==> src/rtl/axis_acquisition_controller.sv <==
// axis_acquisition_controller: timed/event-limited acquisition run gating a
// tready-less detector stream into a buffered AXI-Stream output.
// Optional: define AXIS_ACQUISITION_CONTROLLER_DROP_CNT_EN to enable the
// sts_drops counter; otherwise sts_drops reads 0 and drops are silent.
module axis_acquisition_controller #(
    parameter int unsigned FIFO_ADDR_WIDTH = 4
) (
    input  logic         aclk,
    input  logic         areset,
    input  logic [63:0]  cfg_time,
    input  logic [31:0]  cfg_events,
    input  logic         ctrl_start,
    input  logic         ctrl_stop,
    input  logic [127:0] s_axis_tdata,
    input  logic         s_axis_tvalid,
    output logic [127:0] m_axis_tdata,
    output logic         m_axis_tvalid,
    input  logic         m_axis_tready,
    output logic         det_inhibit,
    output logic [1:0]   sts_state,
    output logic [31:0]  sts_events,
    output logic [31:0]  sts_drops
);

    localparam int unsigned DATA_W  = 128;
    localparam int unsigned DEPTH   = 1 << FIFO_ADDR_WIDTH;
    localparam int unsigned CNT_W   = FIFO_ADDR_WIDTH + 1;
    localparam int unsigned TIMER_W = 64;
    localparam int unsigned EVT_W   = 32;

    typedef enum logic [1:0] {
        ST_IDLE  = 2'd0,
        ST_RUN   = 2'd1,
        ST_DRAIN = 2'd2,
        ST_DONE  = 2'd3
    } state_e;

    state_e                     state_q, state_d;
    logic [TIMER_W-1:0]         timer_q, timer_d;
    logic [EVT_W-1:0]           events_q, events_d;
    logic                       det_inhibit_q, det_inhibit_d;

    logic [DATA_W-1:0]          mem_q [DEPTH];
    logic [FIFO_ADDR_WIDTH-1:0] wr_ptr_q, wr_ptr_d;
    logic [FIFO_ADDR_WIDTH-1:0] rd_ptr_q, rd_ptr_d;
    logic [CNT_W-1:0]           count_q, count_d;
    logic                       tvalid_q, tvalid_d;

    logic fifo_full;
    logic fifo_empty;
    logic in_run;
    logic push;
    logic pop;
    logic start_go;

    // Buffer status and handshake decode; full is taken before any same-cycle pop.
    always_comb begin
        fifo_full  = (count_q == CNT_W'(DEPTH));
        fifo_empty = (count_q == CNT_W'(0));
        in_run     = (state_q == ST_RUN);
        push       = in_run & s_axis_tvalid & ~fifo_full;
        pop        = ~fifo_empty & m_axis_tready;
        start_go   = ((state_q == ST_IDLE) || (state_q == ST_DONE)) &&
                     ctrl_start && (cfg_time != TIMER_W'(0)) && !ctrl_stop;
    end

    // Run sequencing: timer, accepted-event count and state transitions.
    always_comb begin
        state_d  = state_q;
        timer_d  = timer_q;
        events_d = events_q;
        case (state_q)
            ST_IDLE, ST_DONE: begin
                if (start_go) begin
                    state_d  = ST_RUN;
                    timer_d  = TIMER_W'(0);
                    events_d = EVT_W'(0);
                end
            end
            ST_RUN: begin
                timer_d = timer_q + TIMER_W'(1);
                if (push && (events_q != {EVT_W{1'b1}})) begin
                    events_d = events_q + EVT_W'(1);
                end
                if (ctrl_stop) begin
                    state_d = ST_DRAIN;
                end
                // >= rather than == so a cfg_time lowered mid-run still ends it
                if (timer_d >= cfg_time) begin
                    state_d = ST_DRAIN;
                end
                if ((cfg_events != EVT_W'(0)) && push && (events_d == cfg_events)) begin
                    state_d = ST_DRAIN;
                end
            end
            ST_DRAIN: begin
                if (fifo_empty) begin
                    state_d = ST_DONE;
                end
            end
            default: begin
                state_d = ST_IDLE;
            end
        endcase
        det_inhibit_d = (state_d != ST_RUN);
    end

    // Buffer pointer and occupancy update.
    always_comb begin
        wr_ptr_d = wr_ptr_q;
        rd_ptr_d = rd_ptr_q;
        count_d  = count_q;
        if (push) begin
            wr_ptr_d = wr_ptr_q + FIFO_ADDR_WIDTH'(1);
        end
        if (pop) begin
            rd_ptr_d = rd_ptr_q + FIFO_ADDR_WIDTH'(1);
        end
        case ({push, pop})
            2'b10:   count_d = count_q + CNT_W'(1);
            2'b01:   count_d = count_q - CNT_W'(1);
            default: count_d = count_q;
        endcase
        tvalid_d = (count_d != CNT_W'(0));
    end

    // Control and status registers with synchronous reset.
    always_ff @(posedge aclk) begin
        if (areset) begin
            state_q       <= ST_IDLE;
            timer_q       <= '0;
            events_q      <= '0;
            det_inhibit_q <= 1'b1;
            wr_ptr_q      <= '0;
            rd_ptr_q      <= '0;
            count_q       <= '0;
            tvalid_q      <= 1'b0;
        end else begin
            state_q       <= state_d;
            timer_q       <= timer_d;
            events_q      <= events_d;
            det_inhibit_q <= det_inhibit_d;
            wr_ptr_q      <= wr_ptr_d;
            rd_ptr_q      <= rd_ptr_d;
            count_q       <= count_d;
            tvalid_q      <= tvalid_d;
        end
    end

    // Buffer storage; contents need no reset since occupancy gates visibility.
    always_ff @(posedge aclk) begin
        if (push) begin
            mem_q[wr_ptr_q] <= s_axis_tdata;
        end
    end

`ifdef AXIS_ACQUISITION_CONTROLLER_DROP_CNT_EN
    logic [EVT_W-1:0] drops_q, drops_d;
    logic             drop;

    // Saturating count of RUN beats lost to a full buffer.
    always_comb begin
        drop    = in_run & s_axis_tvalid & fifo_full;
        drops_d = drops_q;
        if (start_go) begin
            drops_d = EVT_W'(0);
        end else if (drop && (drops_q != {EVT_W{1'b1}})) begin
            drops_d = drops_q + EVT_W'(1);
        end
    end

    // Drop counter register.
    always_ff @(posedge aclk) begin
        if (areset) begin
            drops_q <= '0;
        end else begin
            drops_q <= drops_d;
        end
    end

    assign sts_drops = drops_q;
`else
    assign sts_drops = '0;
`endif

    assign m_axis_tdata  = mem_q[rd_ptr_q];
    assign m_axis_tvalid = tvalid_q;
    assign det_inhibit   = det_inhibit_q;
    assign sts_state     = state_q;
    assign sts_events    = events_q;

endmodule

==> config.mk <==
export PLATFORM = sky130hd
export DESIGN_NAME = axis_acquisition_controller
export DESIGN_NICKNAME = d
export VERILOG_FILES = /design/src/rtl/axis_acquisition_controller.sv
export SDC_FILE = /design/constraint.sdc
export NUM_CORES = 2
export LEC_CHECK = 0
export CORE_ASPECT_RATIO = 1.5
export CORE_MARGIN = 4
export CORE_UTILIZATION = 35
export CTS_BUF_LIST = sky130_fd_sc_hd__clkbuf_8
export DETAILED_ROUTE_END_ITERATION = 16
export PLACE_DENSITY = 0.5
export SLEW_MARGIN = 15
export SYNTH_ARGS = -nofsm -noshare
export SYNTH_HDL_FRONTEND = slang
export SYNTH_SLANG_ARGS = --single-unit
==> constraint.sdc <==
create_clock -name aclk -period 37.4 [get_ports aclk]
set_clock_uncertainty 0.1 [all_clocks]
set_input_delay 7.48 -clock aclk [delete_from_list [all_inputs] [get_ports aclk]]
set_output_delay 7.48 -clock aclk [all_outputs]
set_load 0.005 [all_outputs]
# == After elaboration in Yosys (flattened, before gate mapping) ==
# Memory sizes are Yosys's and may differ from the RTL's. A register that Yosys moved wholly into a read port is not among the register bits.
# Cells that the tools add are included.
# word_totals
ff_bits,113
mem_bits_rw,2048
in_bits,230
output_inout_bits,196
elab_cells,64
memories,1
# classes
addsub,6
magnitude_cmp,1
eq_ne,10
muxes,17
bitwise_logic,5
n_reduce_logical,16
# memory_table
name,depth,word_bits,read_ports,rd_ports_with_merged_regs,write_ports,line_no,source
mem_q,16,128,1,1,1,43,logic [DATA_W-1:0] mem_q [DEPTH];
# ops
op,n
$pmux W64 S2,1
$mux W32,3
$add A64 B1 Y64 const B,1
$ge A64 B64 Y1,1
$mux W64,1
$pmux W32 S2,1
$reduce_bool A64 Y1,1
$add A32 B1 Y32 const B,1
$eq A32 B32 Y1,1
$ne A32 B32 Y1 const B,1
$reduce_bool A32 Y1,1
$mux W2,5
$pmux W5 S2,1
$add A4 B1 Y4 const B,2
$mux W4,2
$eq A2 B2 Y1 const B,3
$logic_and A1 B1 Y1,6
$pmux W2 S3,1
$add A5 B1 Y5 const B,1
$eq A5 B5 Y1 const B,1
$logic_not A5 Y1,1
$reduce_bool A5 Y1,1
$sub A5 B1 Y5 const B,1
$eq A2 B1 Y1 const B,2
11 further kinds,15

# == Longest topological paths before layout ==
# depth
word_depth,11
mapped_depth,21
ltp_nobuf,19

# == Worst setup path before layout ==
# No wires, ideal clock.
# synth_path
kind,input port to flip-flop
start,in s_axis_tvalid
end,"mem mem_q[3][0], enable pin"
setup_time_ns,0.772
t_arrival_ns,16.939
t_required_ns,36.528
setup_slack_ns,19.588
stages,5
n_path_buf,1
path_cell_list,nand2_1 a21oi_4 clkbuf_1 nand2_1 nor3_1
# synth_between
elab_chain_len,4
# synth_rtl
item,line_no,source
start: declaration,15,"input logic s_axis_tvalid,"
$and A1 B1 Y1 (2 in series),61,push = in_run & s_axis_tvalid & ~fifo_full;
$mux W1,152,if (push) begin
$mux W1 (implied by the code),153,mem_q[wr_ptr_q] <= s_axis_tdata;
end: declaration,43,
# Every way passes these cells.

==> flow_summary.json <==
{
  "setup_violations": 0,
  "grt_max_degree": 156,
  "drtAntennaViolNets": 0,
  "synth_top_family_by_area": "multiplexers",
  "syn_inst": 4239,
  "grt_first_pass_wirelength_um": 331000,
  "synth_ff_type": "edfxtp_1",
  "period_share": 0.368,
  "hold_end": "timer_q[63]$_SDFFE_PP0P_",
  "cts.sink_count": 2165,
  "min_from": "timer_q[63]$_SDFFE_PP0P_",
  "synth-xor-area-share": 0.0122,
  "syn2layout_area_growth_pct": 16.3,
  "fill_cells": 21807,
  "worstPathArrival_ps": 6170,
  "grt_pass1_vias": 47221,
  "dp_hpwl_um": 124000,
  "syn-mean-instance-area_um2": 20.4,
  "period_needed_ps": 13750,
  "fmax_ghz": 0.0727,
  "crit_chain": "buf_4 > buf_4 > buf_4 > mux4_2 > mux2i_1 > a21oi_1 > clkdlybuf4s50_1",
  "hold_path_class": "flip-flop to flip-flop",
  "cp_common_cell": "buf_4",
  "setup_tns_ps": 0,
  "antenna_found_initial": 39,
  "track_usage": 0.177,
  "clock_path_buffers": 4,
  "drtIter0Drc": 3278,
  "cts_resized": 0,
  "synth_compound_area_frac": 0.0204,
  "cts.clk_slew.worst_paths_ps": 60,
  "synth_seq_cells": 2165,
  "place_congestion": 0.854,
  "slew_headroom": 0.231,
  "htree_levels": 5,
  "via_per_inst": 5.23,
  "ys_types": 74,
  "status": "completed",
  "worstSetupStartpointType": "flip-flop",
  "start_util": 0.352,
  "drc": 0,
  "p_per_area_nw_per_um2": 55.2,
  "synth_edf_count": 2048,
  "cts_setup_buffers": 0,
  "mostFrequentLayoutCells": "edfxtp_1 (2048), mux4_2 (626), clkdlybuf4s50_1 (392), clkbuf_8 (363), inv_1 (187)",
  "fp.dieW_um": 414,
  "dr.pass1.iters": 7,
  "vias": 43785,
  "rsz0062_at_grt": "no",
  "syn_area_um2": 86400,
  "cp.required_ps": 29820,
  "p_seq_frac": 0.488,
  "worst_pin_slew_ps": 1150,
  "root_buffer": "clkbuf_8",
  "cts_hold_buf": 0,
  "p_int_uw": 4140,
  "rows": 223,
  "die_area_um2": 255000,
  "tritoncts": "done",
  "crit_path_top_delay_cell": "dfxtp_4",
  "synthArstFlopShare": 0,
  "avgRoutedWirePerCell_um": 27.3,
  "cp_max_fo": 46,
  "p_switching_uw": 1410,
  "final_util": 0.409,
  "final-max-slew-violation-count": 0,
  "drv_cap": 0,
  "layout.cells.non_filler": 8367,
  "rr_endpoint": "mem_q[11][9]$_DFFE_PP_",
  "vdd_drop_max_mv": 0.0489,
  "power_frac_clock": 0.337,
  "combPwrFrac": 0.175,
  "wirelength_um": 228000,
  "core_region_area_um2": 246000,
  "min_path_cells": 2,
  "end_kind": "output port",
  "port_buffers": 393,
  "hold_violations": 0,
  "synth_fa_ha_area_frac": 0.0114,
  "pin_count": 426,
  "overflow": 0,
  "die_y_um": 617,
  "placed_cells": 7750,
  "yosys-mux-area-fraction": 0.165,
  "fin_nets": 5144,
  "cts_inserted_buffers": 346,
  "leakagePower_uw": 0.0311,
  "ff2ff_path_depth": 11,
  "mostFrequentLayoutCell": "edfxtp_1",
  "drive_gt1_frac": 0.231,
  "crit_type": "flip-flop to output port",
  "power.share.switching": 0.255,
  "clkLatencyLatePin_ps": 940,
  "reg2reg_slack_ps": 31550,
  "yosys_warnings": 0,
  "yosys.area_share.simple": 0.0355,
  "max_stage_delay_ps": 870,
  "yosysSeqAreaShare": 0.739,
  "worstReg2RegStart": "sts_state[1]$_SDFF_PP0_"
}
[synthesized netlist by cell type, types with 5 or more instances]
cell type  instances  share of area
edfxtp_1        2048           0.71
mux4_2           626           0.16
nand2_1          166         0.0072
nor2_1           133         0.0058
clkbuf_1         132         0.0057
a21oi_1          124         0.0072
dfxtp_1          117          0.027
inv_1             87         0.0038
xnor2_1           81         0.0082
ha_1              77          0.011
buf_1             65         0.0028
nand3_1           65         0.0038
nor3_1            55         0.0032
nand4_1           51         0.0037
nor4_1            38         0.0028
a21o_1            37         0.0032
xor2_1            37         0.0037
buf_4             33         0.0029
o21ai_0           27         0.0016
a211oi_1          21         0.0018
a22oi_1           21         0.0018
buf_2             21         0.0012
nor2b_1           17         0.0012
and3_1            16         0.0012
mux2i_1           16         0.0019
or3_1             14         0.0010
and4_1            11         0.0011
and2_1             8        0.00058
o211ai_1           8        0.00069
a31oi_1            7        0.00051
or4_1              5        0.00043
[logic make-up after synthesis]
group | count (synthesis)
compound gates | 279
xor+xnor | 119
fa+ha+maj | 78
buf+inv | 344
flops | 2165
mux | 642
other cells | 1
simple gates | 611
[worst max path at each step]
stage | startpoint | end | cells past startpoint
2_1_floorplan | s_axis_tvalid | mem_q[3][0]$_DFFE_PP_ | 5
3_3_place_gp | flip-flop | m_axis_tdata[120] | 7
3_5_place_dp | flip-flop | m_axis_tdata[120] | 7
4_1_cts | flip-flop | m_axis_tdata[120] | 7
5_1_grt | flip-flop | m_axis_tdata[120] | 7
6_report | flip-flop | m_axis_tdata[120] | 7
[metal layers]
layer / part of all wire / up-vias / track usage
met5: 0.00088 / - / 0
met4: 0.022 / 32 / 0.0442
met3: 0.061 / 396 / 0.0417
met2: 0.50 / 1151 / 0.304
met1: 0.41 / 23482 / 0.228
li1: - / 18724 / -
[registers in the layout (all words and copies together), names as in the netlist, named ones only]
register / count
wr_ptr_q: 4
sts_events: 32
count_q: 5
det_inhibit: 1
m_axis_tvalid: 1
sts_state: 2
mem_q: 2048
timer_q: 64
rd_ptr_q: 4
[area by class of cell]
type / count / area, um2 / area share
flip-flops and latches: 2165 / 63900 / 0.635
repair buffers: 474 / 4660 / 0.0464
multi-input cells: 1761 / 21400 / 0.213
well taps: 3262 / 4080 / 0.0406
clock buffers: 363 / 5000 / 0.0497
clock inverters: 240 / 1220 / 0.0121
inverters: 88 / 330 / 0.00328
diodes: 14 / 35.0 / 0.000348
[per-stage QoR]
step	hold WS, ps	setup slack (ps)	instance area [um2]	total power, uW
CTS	371	23220	101000	5670
global placement	353	24310	94300	3760
global route	401	22980	101000	5830
detailed placement	363	24300	94300	3770
floorplan	344	19590	86600	3390
finish	370	23650	101000	5550
[worst max-delay path: cells and delay by family (launching register included)]
family,cells,cell delay [ps]
flops,1,870
mux,2,450
compound gates,1,580
buf+inv,4,3140
[power by group through the flow]
stage	clock [uW]	combinational (uW)	sequential (uW)
2_1_floorplan	0	638	2760
3_3_place_gp	0	999	2760
3_5_place_dp	0	1000	2760
4_1_cts	1950	1010	2710
5_1_grt	2060	1050	2710
6_report	1870	971	2710
No activity file was read; power rests on OpenSTA's default activity.
